`config.mk`:
```
export PLATFORM = sky130hd
export DESIGN_NAME = pc_sequencer
export DESIGN_NICKNAME = d
export VERILOG_FILES = /design/src/rtl/mips_pkg.sv /design/src/rtl/pc_target_calc.sv /design/src/rtl/pc_sequencer.sv
export SDC_FILE = /design/constraint.sdc
export NUM_CORES = 1
export LEC_CHECK = 0
export ABC_AREA = 1
export BUFFER_PORTS_ARGS = -buffer_cell sky130_fd_sc_hd__buf_4
export CORE_MARGIN = 2
export CORE_UTILIZATION = 55
export CTS_CLUSTER_DIAMETER = 60
export DETAILED_ROUTE_END_ITERATION = 12
export GPL_ROUTABILITY_DRIVEN = 0
export PLACE_DENSITY_LB_ADDON = 0.12
export SYNTH_ARGS = -nofsm -noshare
export SYNTH_HDL_FRONTEND = slang
export SYNTH_SLANG_ARGS = --single-unit
export TNS_END_PERCENT = 1
```
`constraint.sdc`:
```
create_clock -name clk -period 3.4 [get_ports clk]
set_clock_uncertainty 0.1 [all_clocks]
set_input_delay 0.51 -clock clk [delete_from_list [all_inputs] [get_ports clk]]
set_output_delay 0.51 -clock clk [all_outputs]
set_load 0.02 [all_outputs]
```
`src/rtl/mips_pkg.sv`:
```
// Shared constants for the MIPS fetch path: next-PC operation encodings,
// pending-redirect state type and default address/vector values.
package mips_pkg;

  localparam int          ADDR_W_DEF   = 32;
  localparam logic [31:0] RESET_PC_DEF = 32'h0000_3000;
  localparam logic [31:0] EXC_PC_DEF   = 32'h0000_4180;

  localparam logic [1:0] NPC_SEQ = 2'b00;
  localparam logic [1:0] NPC_BR  = 2'b01;
  localparam logic [1:0] NPC_J   = 2'b10;
  localparam logic [1:0] NPC_JR  = 2'b11;

  typedef enum logic {
    PEND_IDLE = 1'b0,
    PEND_HELD = 1'b1
  } pend_state_e;

endpackage

```
`src/rtl/pc_target_calc.sv`:
```
// Combinational redirect target (branch/jump/jr) and link value for the D-stage PC.
// Zero latency; no flow control.
module pc_target_calc
  import mips_pkg::*;
#(
  parameter int ADDR_W = ADDR_W_DEF
) (
  input  logic [1:0]        op,
  input  logic [ADDR_W-1:0] pc_d,
  input  logic [15:0]       imm16,
  input  logic [25:0]       imm26,
  input  logic [ADDR_W-1:0] rs_val,
  output logic [ADDR_W-1:0] target,
  output logic [ADDR_W-1:0] pc8_d
);

  logic [ADDR_W-1:0] pc4;
  logic [ADDR_W-1:0] br_off;
  logic [ADDR_W-1:0] br_target;
  logic [ADDR_W-1:0] j_target;
  logic [ADDR_W-1:0] hi_mask;

  assign pc4     = pc_d + ADDR_W'(4);
  assign pc8_d   = pc_d + ADDR_W'(8);
  assign br_off  = {{(ADDR_W-18){imm16[15]}}, imm16, 2'b00};
  assign br_target = pc4 + br_off;

  // Mask form keeps the region bits valid even when ADDR_W is exactly 28.
  assign hi_mask  = ~ADDR_W'(28'hFFF_FFFF);
  assign j_target = (pc4 & hi_mask) | ADDR_W'({imm26, 2'b00});

  always_comb begin
    target = pc4;
    case (op)
      NPC_BR:  target = br_target;
      NPC_J:   target = j_target;
      NPC_JR:  target = rs_val;
      default: target = pc4;
    endcase
  end

endmodule

```
`src/rtl/pc_sequencer.sv`:
```
// Fetch PC register: one-edge update on advance, exc/eret load regardless of hold,
// redirects arriving while held are parked in a pending latch and applied on the next advance.
module pc_sequencer
  import mips_pkg::*;
#(
  parameter int                ADDR_W   = ADDR_W_DEF,
  parameter logic [ADDR_W-1:0] RESET_PC = ADDR_W'(RESET_PC_DEF),
  parameter logic [ADDR_W-1:0] EXC_PC   = ADDR_W'(EXC_PC_DEF)
) (
  input  logic              clk,
  input  logic              reset,
  input  logic              stall,
  input  logic              fetch_ready,
  input  logic              redir_valid,
  input  logic [1:0]        redir_op,
  input  logic [ADDR_W-1:0] pc_d,
  input  logic [15:0]       imm16,
  input  logic [25:0]       imm26,
  input  logic [ADDR_W-1:0] rs_val,
  input  logic              exc_req,
  input  logic              eret_req,
  input  logic [ADDR_W-1:0] epc,
  output logic [ADDR_W-1:0] pc_f,
  output logic [ADDR_W-1:0] pc8_d,
  output logic              fetch_valid,
  output logic              adel_f,
  output logic              pend_valid
);

  pend_state_e       pend_state, pend_state_nxt;
  logic [ADDR_W-1:0] pend_target, pend_target_nxt;
  logic [ADDR_W-1:0] pc_nxt;
  logic [ADDR_W-1:0] redir_target;
  logic              pc_load;
  logic              advance;
  logic              redir_take;

  pc_target_calc #(.ADDR_W(ADDR_W)) u_target (
    .op     (redir_op),
    .pc_d   (pc_d),
    .imm16  (imm16),
    .imm26  (imm26),
    .rs_val (rs_val),
    .target (redir_target),
    .pc8_d  (pc8_d)
  );

  assign advance    = !stall && fetch_ready;
  assign redir_take = redir_valid && (redir_op != NPC_SEQ);
  assign pend_valid = (pend_state == PEND_HELD);

  always_ff @(posedge clk or posedge reset) begin
    if (reset) begin
      pc_f        <= RESET_PC;
      adel_f      <= 1'b0;
      fetch_valid <= 1'b0;
      pend_state  <= PEND_IDLE;
      pend_target <= '0;
    end else begin
      fetch_valid <= 1'b1;
      pend_state  <= pend_state_nxt;
      pend_target <= pend_target_nxt;
      if (pc_load) begin
        pc_f   <= pc_nxt;
        adel_f <= |pc_nxt[1:0];
      end
    end
  end

  always_comb begin
    pc_nxt          = pc_f + ADDR_W'(4);
    pc_load         = 1'b0;
    pend_state_nxt  = pend_state;
    pend_target_nxt = pend_target;
    if (exc_req) begin
      pc_nxt         = EXC_PC;
      pc_load        = 1'b1;
      pend_state_nxt = PEND_IDLE;
    end else if (eret_req) begin
      pc_nxt         = epc;
      pc_load        = 1'b1;
      pend_state_nxt = PEND_IDLE;
    end else if (advance) begin
      pc_load = 1'b1;
      // A parked redirect outranks a new one; the pipeline never issues both.
      if (pend_state == PEND_HELD) begin
        pc_nxt         = pend_target;
        pend_state_nxt = PEND_IDLE;
      end else if (redir_take) begin
        pc_nxt = redir_target;
      end
    end else if (redir_take) begin
      pend_state_nxt  = PEND_HELD;
      pend_target_nxt = redir_target;
    end
  end

endmodule

```
==> results, run 1 <==
- The worst setup path is launched from a primary input.
- After synthesis, the cell types taking the most area are nand2_1 21%, dfrtp_1 21%, inv_1 7.1%.
- The mapped netlist covers 7870 um2.
- The highest clock frequency the design can meet is 286 MHz.
- The level count of the clock H-tree is 3.
- The power density over cell area is 300 nW/um2.
- For this design the top-level I/O count stands at 214.
- The total grt overflow is 0.
- The estimated wirelength of the detail-placed design is 22.6 mm.
- The final-layout worst hold slack is 0.219 ns.
- The post-synthesis sequential area ratio is 21.3%.
- Wires add up to 30.2 mm.
- At the pin with the least slew margin, the transition time is 0.812 ns.
- The number of core rows is 43.
- The overall fraction of global-route tracks in use is 37.7%.
- The die is 124 um wide.
- The first global-routing pass estimated 45.5 mm of wire.
- Synthesis instantiated 49 different standard cells from the library.
- The net count after synthesis is 1514.
- The worst slew slack as a fraction of its limit is 45.7%.
- The instance count after placement with tap cells included is 1839.
- The share of Yosys cell area claimed by the top area cell type is 20.7%.
- The remaining antenna violation count is 0.
- Among all flip-flop cells after synthesis, the most frequent one is dfrtp_1.
- In this run the clock root is driven by a clkbuf_16.
- The routed layout has 10634 vias.
- Cells with a size suffix above 1 make up 31.3% of the layout.
- The largest total area in the synthesized netlist belongs to nand2_1.
- After layout, the worst path uses 103% of the clock period.
- The count of clock tree sinks is 67.
- For the worst-skew pair, the clock arrives at the later sink with an insertion delay of 0.34 ns.
- For the finished layout, the period the worst path requires is 3.50 ns.
- The final hold violation count is 0.
- The endpoint kind of the worst setup timing path is a register.
- The startpoint-to-endpoint class of the critical path is primary input to register.
- Dividing the detail-routed wire length by the instance count gives 16.2 um.
- The Yosys step of the flow raised 0 warnings.
- The critical path's top delay family is simple AND/OR/NAND/NOR gates.
- Counting both buffers and inverters, the worst setup path holds a total of 6.
- Yosys mapped a number of flops with a built-in enable equal to 0.
- The share of synthesized registers carrying an async set or reset is 100%.
- The min-delay analysis places its worst path in the category primary input to asynchronous set/reset pin.
- After the first detailed-routing iteration, the DRC count stood at 1220.
- The peak per-stage delay on the critical path is 0.32 ns.
- The area of the die is 15300 um2.
- Data arrives at the worst endpoint at 3.68 ns.
- The pin count of the biggest net entering global routing is 36.
- The run finished, with violations left.
- The most common cell in the synthesized netlist is nand2_1.
- The DRC violation count after routing is 0.
- The flop and latch count out of synthesis is 67.
- The core region is 13900 um2.
- Once layout is complete, the utilization of the core stands at 83.1%.
- In this run the worst path has a maximum fanout of 4.
- The layout has 955 filler cells.
- For this design the static power due to leakage is 0.00607 uW.
- For the worst setup path, the data required time is 3.58 ns.
- The layout net count is 1866.
- The checks that failed: negative setup slack.
- Setup violations remaining at the end of the flow were counted as 7.
- After clock tree synthesis, the clock-pin slew on the worst setup and hold paths is 0.05 ns.
- The synthesis-to-layout area growth is 47.3%.
- The start of the worst register-to-register path is pc_f[2].
- The average instance in the mapped netlist occupies 5.92 um2.
- The critical path starts at pc_d[11].
- The first TritonRoute pass finished after 7 iterations.
- The initial utilization of the core area, before any placement, comes to 56.4%.
- The number of buffer cells added on primary ports is 213.
- With fillers left out, the area of the finished cells amounts to 11600 um2.
- The worst supply voltage drop on vdd is 277 uV.
- The clock tree from TritonCTS is done.
- Counting every instance in the synthesized netlist gives 1328.
- The longest clock path from root to sink contains 2 buffers.
- Across the run, the number of max-cap violations was 0.
- The number of max-slew violations in the final report came to 0.
- The total clock buffers created by CTS is 9.
- The most repeated library cell on the critical path is nand2_1.
- Once routing completed, OpenROAD measured the worst setup slack at -0.102 ns.
- Dividing the detail-routed via count by the number of cells gives 5.70.
- 0 antenna diodes ended up in the layout.
- In this run the cell area measured after placement is 10800 um2.
- The die span in y is 124 um.
- The library cell contributing the largest single delay on the critical path is nor3_1.
- Sorting the synthesized cells by how often they occur yields 434 x nand2_1, 148 x inv_1, 148 x nor2_1.
- The number of global-route vias before repair is 9898.
- For this run, the number of standard cells in the final layout without fillers is 1864.
- The number of antenna violations at the first check in global routing is 0.
- Setup repair after global routing could not meet its margin everywhere.
placed cells by master, fill, tap and decap left out, types with 9 or more instances in the layout:
master,synthesis,final
nand3_1,67,59
nor3_1,16,11
or2_2,12,12
inv_1,148,141
nand2_1,434,412
nor2_2,10,16
ha_1,38,26
o22ai_1,9,9
clkbuf_16,0,9
nand2_2,1,16
nand3_2,2,10
nand4_1,14,14
nor2_1,148,134
nor2_4,4,12
xor2_1,51,44
dfrtp_1,65,65
xnor2_1,12,11
a21oi_2,0,10
o21ai_0,104,85
a21oi_1,86,76
o21ai_1,3,18
o211ai_1,9,9
buf_4,5,378
per-layer routing:
| layer | wire length, um | share of wire (%) | up-vias | global-route usage (%) |
|---|---|---|---|---|
| met5 | 0 | 0 | - | 0 |
| met4 | 1180 | 3.9 | 0 | 15.3 |
| met3 | 3330 | 11 | 141 | 7.69 |
| met2 | 14100 | 47 | 679 | 60.5 |
| met1 | 11600 | 39 | 4825 | 49.6 |
| li1 | - | - | 4989 | - |
cells by family after synthesis:
family | synth area share, %
compound gates | 17.0
xor+xnor | 7.02
fa+ha+maj | 6.30
buf+inv | 9.77
flops | 21.3
mux | 0.382
other cells | 0.0477
simple gates | 38.2
path summary, 6_finish.rpt:
kind                                        to  cells after the start  slack [ns]
worst max-delay path                  pc_f[27]                     27       -0.10
worst min-delay path            pend_target[0]                      2        0.22
worst max register to register        pc_f[20]                     12        0.74
worst min register to register  pend_target[2]                      2        0.37
max in group asynchronous             pc_f[12]                      3        2.20
min in group clk                       pc_f[9]                      3        0.30
per-stage QoR:
step / setup slack [ns] / setup TNS, ns / total power (uW)
floorplan: -0.0608 / -0.0608 / 1810
global placement: -0.476 / -5.69 / 2410
detailed placement: -0.550 / -7.90 / 2450
CTS: -0.0235 / -0.0235 / 3350
global route: -0.355 / -3.51 / 3660
finish: -0.102 / -0.402 / 3470
report_power, final:
part	internal (uW)	leakage [uW]	switching (uW)	total, uW
clock	546	0.000141	341	887
sequential	929	0.000833	105	1030
combinational	672	0.00509	881	1550
final cells by class:
class / count / area [um2] / share of cell area, %
multi-input combinational: 1068 / 5940 / 51.3
tap: 180 / 225 / 1.94
timing repair buffer: 383 / 2890 / 25.0
clock inverter: 2 / 10.0 / 0.0864
inverter: 151 / 567 / 4.89
sequential: 67 / 1680 / 14.5
clock buffer: 13 / 270 / 2.33
sequential cells by signal (all words and copies together) (netlist names):
name	flops
adel_f	1
pend_target	32
fetch_valid	1
pend_valid	1
pc_f	32
what timing repair did:
| item | 4_1_cts | 5_1_grt |
|---|---|---|
| hold buffers | 0 | 0 |
| setup endpoints to repair | 6 | 31 |
| pin swaps | 5 | 45 |
| buffers inserted | 1 | 9 |
| endpoints found under the hold margin | 0 | 0 |
| gates cloned | 0 | 0 |
| resized for setup | 9 | 97 |
No activity file was read; power rests on OpenSTA's default activity.
==> run 2: changes to the inputs <==
- TNS_END_PERCENT: 1 -> not set
==> run 2 against run 1 <==
  * Highest routed layer unchanged
  * Combinational power is essentially flat
  * Sequential share of layout area is essentially flat
  * Largest power group unchanged
  * Sequential cell count is the same
  * Non-clock buffer count shrank 1
  * Die area is the same
  * Critical path type unchanged
  * Critical path depth shrank 1
  * Setup slack gained 0.048 ns
  * The flow still finishes with violations (negative setup slack)
  * Final area grew 0.25%
  * Utilization grew 0.21 points
==> results, run 2 (same netlist as run 1, synthesis figures left out) <==
- The I/O pin total came to 214 (unchanged).
- The first-pass GRT wire length is 45.6 mm (was 45.5 mm).
- The via count of the routed design is 10731 (was 10634).
- The detailed-route wire length per cell is 16.5 um (was 16.2 um).
- The number of buffers between clock root and the deepest sink is 2 (unchanged).
- The final critical delay including setup and external delays is 3.45 ns (was 3.50 ns).
- The setup-violating endpoint count in the final report was 2 (was 7).
- The number of antenna violations at the first check in global routing is 0 (unchanged).
- The number of max-slew violations in the final report is 0 (unchanged).
- The pin count of the biggest net entering global routing is 36 (unchanged).
- The worst path arrival time was 3.59 ns (was 3.68 ns).
- Leading registers by flop count: pc_f (32), pend_target (32) (unchanged).
- The initial standard-cell utilization of the core is 56.4% (unchanged).
- The number of core rows is 43 (unchanged).
- The cell leakage power is 0.00607 uW (about the same).
- The layout net count is 1865 (was 1866).
- The die outline width was 124 um (unchanged).
- The antenna cell count was 0 (unchanged).
- Setup repair after global routing missed its margin: yes (unchanged).
- The detail-routed via count per cell came to 5.76 (was 5.70).
- The endpoint kind of the worst setup timing path is a register (unchanged).
- The worst slew slack as a fraction of its limit is 44.9% (was 45.7%).
- The setup slack after layout was -0.0538 ns (was -0.102 ns).
- The synthesis-to-layout area growth is 47.7% (was 47.3%).
- The instance count after placement with tap cells included came to 1839 (unchanged).
- The final hold violation count is 0 (unchanged).
- The highest net fanout along the worst path is 4 (unchanged).
- The total grt overflow is 0 (unchanged).
- The power density over cell area is 300 nW/um2 (about the same).
- The DRC violation count after routing is 0 (unchanged).
- The count of clock tree sinks is 67 (unchanged).
- The worst setup timing slack at the placement stage is -0.550 ns (unchanged).
- The remaining antenna violation count is 0 (unchanged).
- Run status: finished, violations left (unchanged).
- The estimated wirelength of the detail-placed design is 22.6 mm (unchanged).
- The data required time at the worst endpoint came to 3.53 ns (was 3.58 ns).
- The overall fraction of global-route tracks in use is 37.8% (was 37.7%).
- The cell count of the worst reg-to-reg path is 12 (unchanged).
- The area of the die came to 15300 um2 (unchanged).
- The detailed-routing iteration count for the pre-antenna-repair pass is 6 (was 7).
- The number of maximum-capacitance constraint violations came to 0 (unchanged).
- The aggregate negative setup slack is -0.0784 ns (was -0.402 ns).
- The highest clock frequency the design can meet is 290 MHz (was 286 MHz).
- The clock tree from TritonCTS is done (unchanged).
- The type of element launching the critical path is a primary input (unchanged).
- The area of the core is 13900 um2 (unchanged).
- The placed cell area is 10800 um2 (unchanged).
- The commonest non-fill, non-tap cell in the layout is nand2_1 (unchanged).
- The routed wire length is 30.7 mm (was 30.2 mm).
- The starting DRC count in detailed routing is 1321 (was 1220).
- The clock transition at the register clock pins on the worst setup and hold paths after CTS is 0.06 ns (was 0.05 ns).
- The total clock buffers created by CTS came to 9 (unchanged).
- The number of global-route vias before repair came to 9922 (was 9898).
- Violations in the final reports: negative setup slack (unchanged).
- The actual transition at the worst max-transition pin is 0.824 ns (was 0.812 ns).
- Most frequent cells in the layout: 415 x nand2_1, 374 x buf_4, 141 x inv_1, 130 x nor2_1, 83 x o21ai_0 (was 412 x nand2_1, 378 x buf_4, 141 x inv_1, 134 x nor2_1, 85 x o21ai_0).
- The class of the worst hold path is primary input to asynchronous set/reset pin (unchanged).
- The count of non-filler cells in the finished layout is 1863 (was 1864).
- The final design area excluding fillers is 11600 um2 (about the same).
- The share of final-layout standard cells stronger than drive strength 1 came to 31.4% (was 31.3%).
- The clock root buffer master is clkbuf_16 (unchanged).
- The startpoint-to-endpoint class of the critical path is primary input to register (unchanged).
- The level count of the clock H-tree was 3 (unchanged).
- The worst-skew pair later-pin latency is 0.34 ns (about the same).
- The number of buffer cells added on primary ports was 213 (unchanged).
- The worst supply voltage drop on vdd is 279 uV (was 277 uV).
- The post-layout total power is 3490 uW (was 3470 uW).
- The part of the cycle the worst path needs is 102% (was 103%).
- The die span in y was 124 um (unchanged).
==> run 2: cell count changes in the layout (fill, tap and decap cells not counted), moves of 3 or more <==
cell     change
ha_2         -4
a21oi_1      -5
a21oi_2      +5
ha_1         +5
nor2_1       -4
buf_8        +4
buf_4        -4
nand2_1      +3
==> run 2: timing repair <==
action,in CTS,in global routing
pin swaps,7,33
setup endpoints to repair,6,33
hold buffers,0,0
buffers inserted,3,6
gates resized for setup,9,112
endpoints found under the hold margin,0,0
==> run 2: layout make-up <==
type	instances	area, um2
Sequential cell	67	1680
Tap cell	180	225
Clock inverter	2	10.0
Fill cell	939	2320
Multi-Input combinational cell	1068	5950
Inverter	151	567
Timing Repair Buffer	382	2910
Clock buffer	13	270
==> run 2: worst max-delay path, cell delays in order <==
cell      delay [ns]
buf_4           0.10
ha_4            0.14
nand3_4         0.09
nor2_4          0.18
buf_4           0.13
buf_4           0.11
nand3_1         0.12
nor2_1          0.16
xor2_1          0.16
inv_1           0.06
ha_1            0.32
nand2_2         0.13
inv_1           0.07
nand2_1         0.07
nand2_1         0.07
buf_4           0.14
a21oi_2         0.12
o211ai_1        0.19
nor2_1          0.20
o21ai_2         0.10
nand2_1         0.08
o21ai_0         0.09
nand2_1         0.09
nand2_1         0.05
nand2_1         0.05
nand2_1         0.05
==> run 2: final timing paths <==
check	startpoint	endpoint	slack, ns
min in group clk	epc[9]	pc_f[9]	0.30
worst max-delay path	pc_d[2]	pc_f[27]	-0.05
max in group asynchronous	reset	pc_f[12]	2.20
worst max register to register	pc_f[2]	pc_f[20]	0.76
worst min-delay path	reset	pend_target[4]	0.21
worst min register to register	pend_target[2]	pend_target[2]	0.37
==> run 2: stage by stage <==
step	utilization [%]	hold slack, ns
after CTS	80.2	0.250
after floorplan	-	0.341
after global placement	77.8	0.353
after detailed placement	77.8	0.363
final	83.4	0.214
after global routing	83.4	0.284
==> run 2: routing by layer <==
| layer | wire length (um) | GRT usage (%) | vias to the layer above |
|---|---|---|---|
| met1 | 11700 | 49.3 | 4877 |
| met5 | 0 | 0 | - |
| li1 | - | - | 4976 |
| met2 | 14400 | 60.6 | 738 |
| met4 | 1170 | 15.3 | 0 |
| met3 | 3450 | 8.33 | 140 |
==> run 2: report_power, final <==
part | internal [uW] | leakage [uW] | switching [uW] | total (uW)
Sequential | 929 | 0.000833 | 106 | 1030
Clock | 547 | 0.000141 | 345 | 892
Combinational | 673 | 0.00510 | 887 | 1560
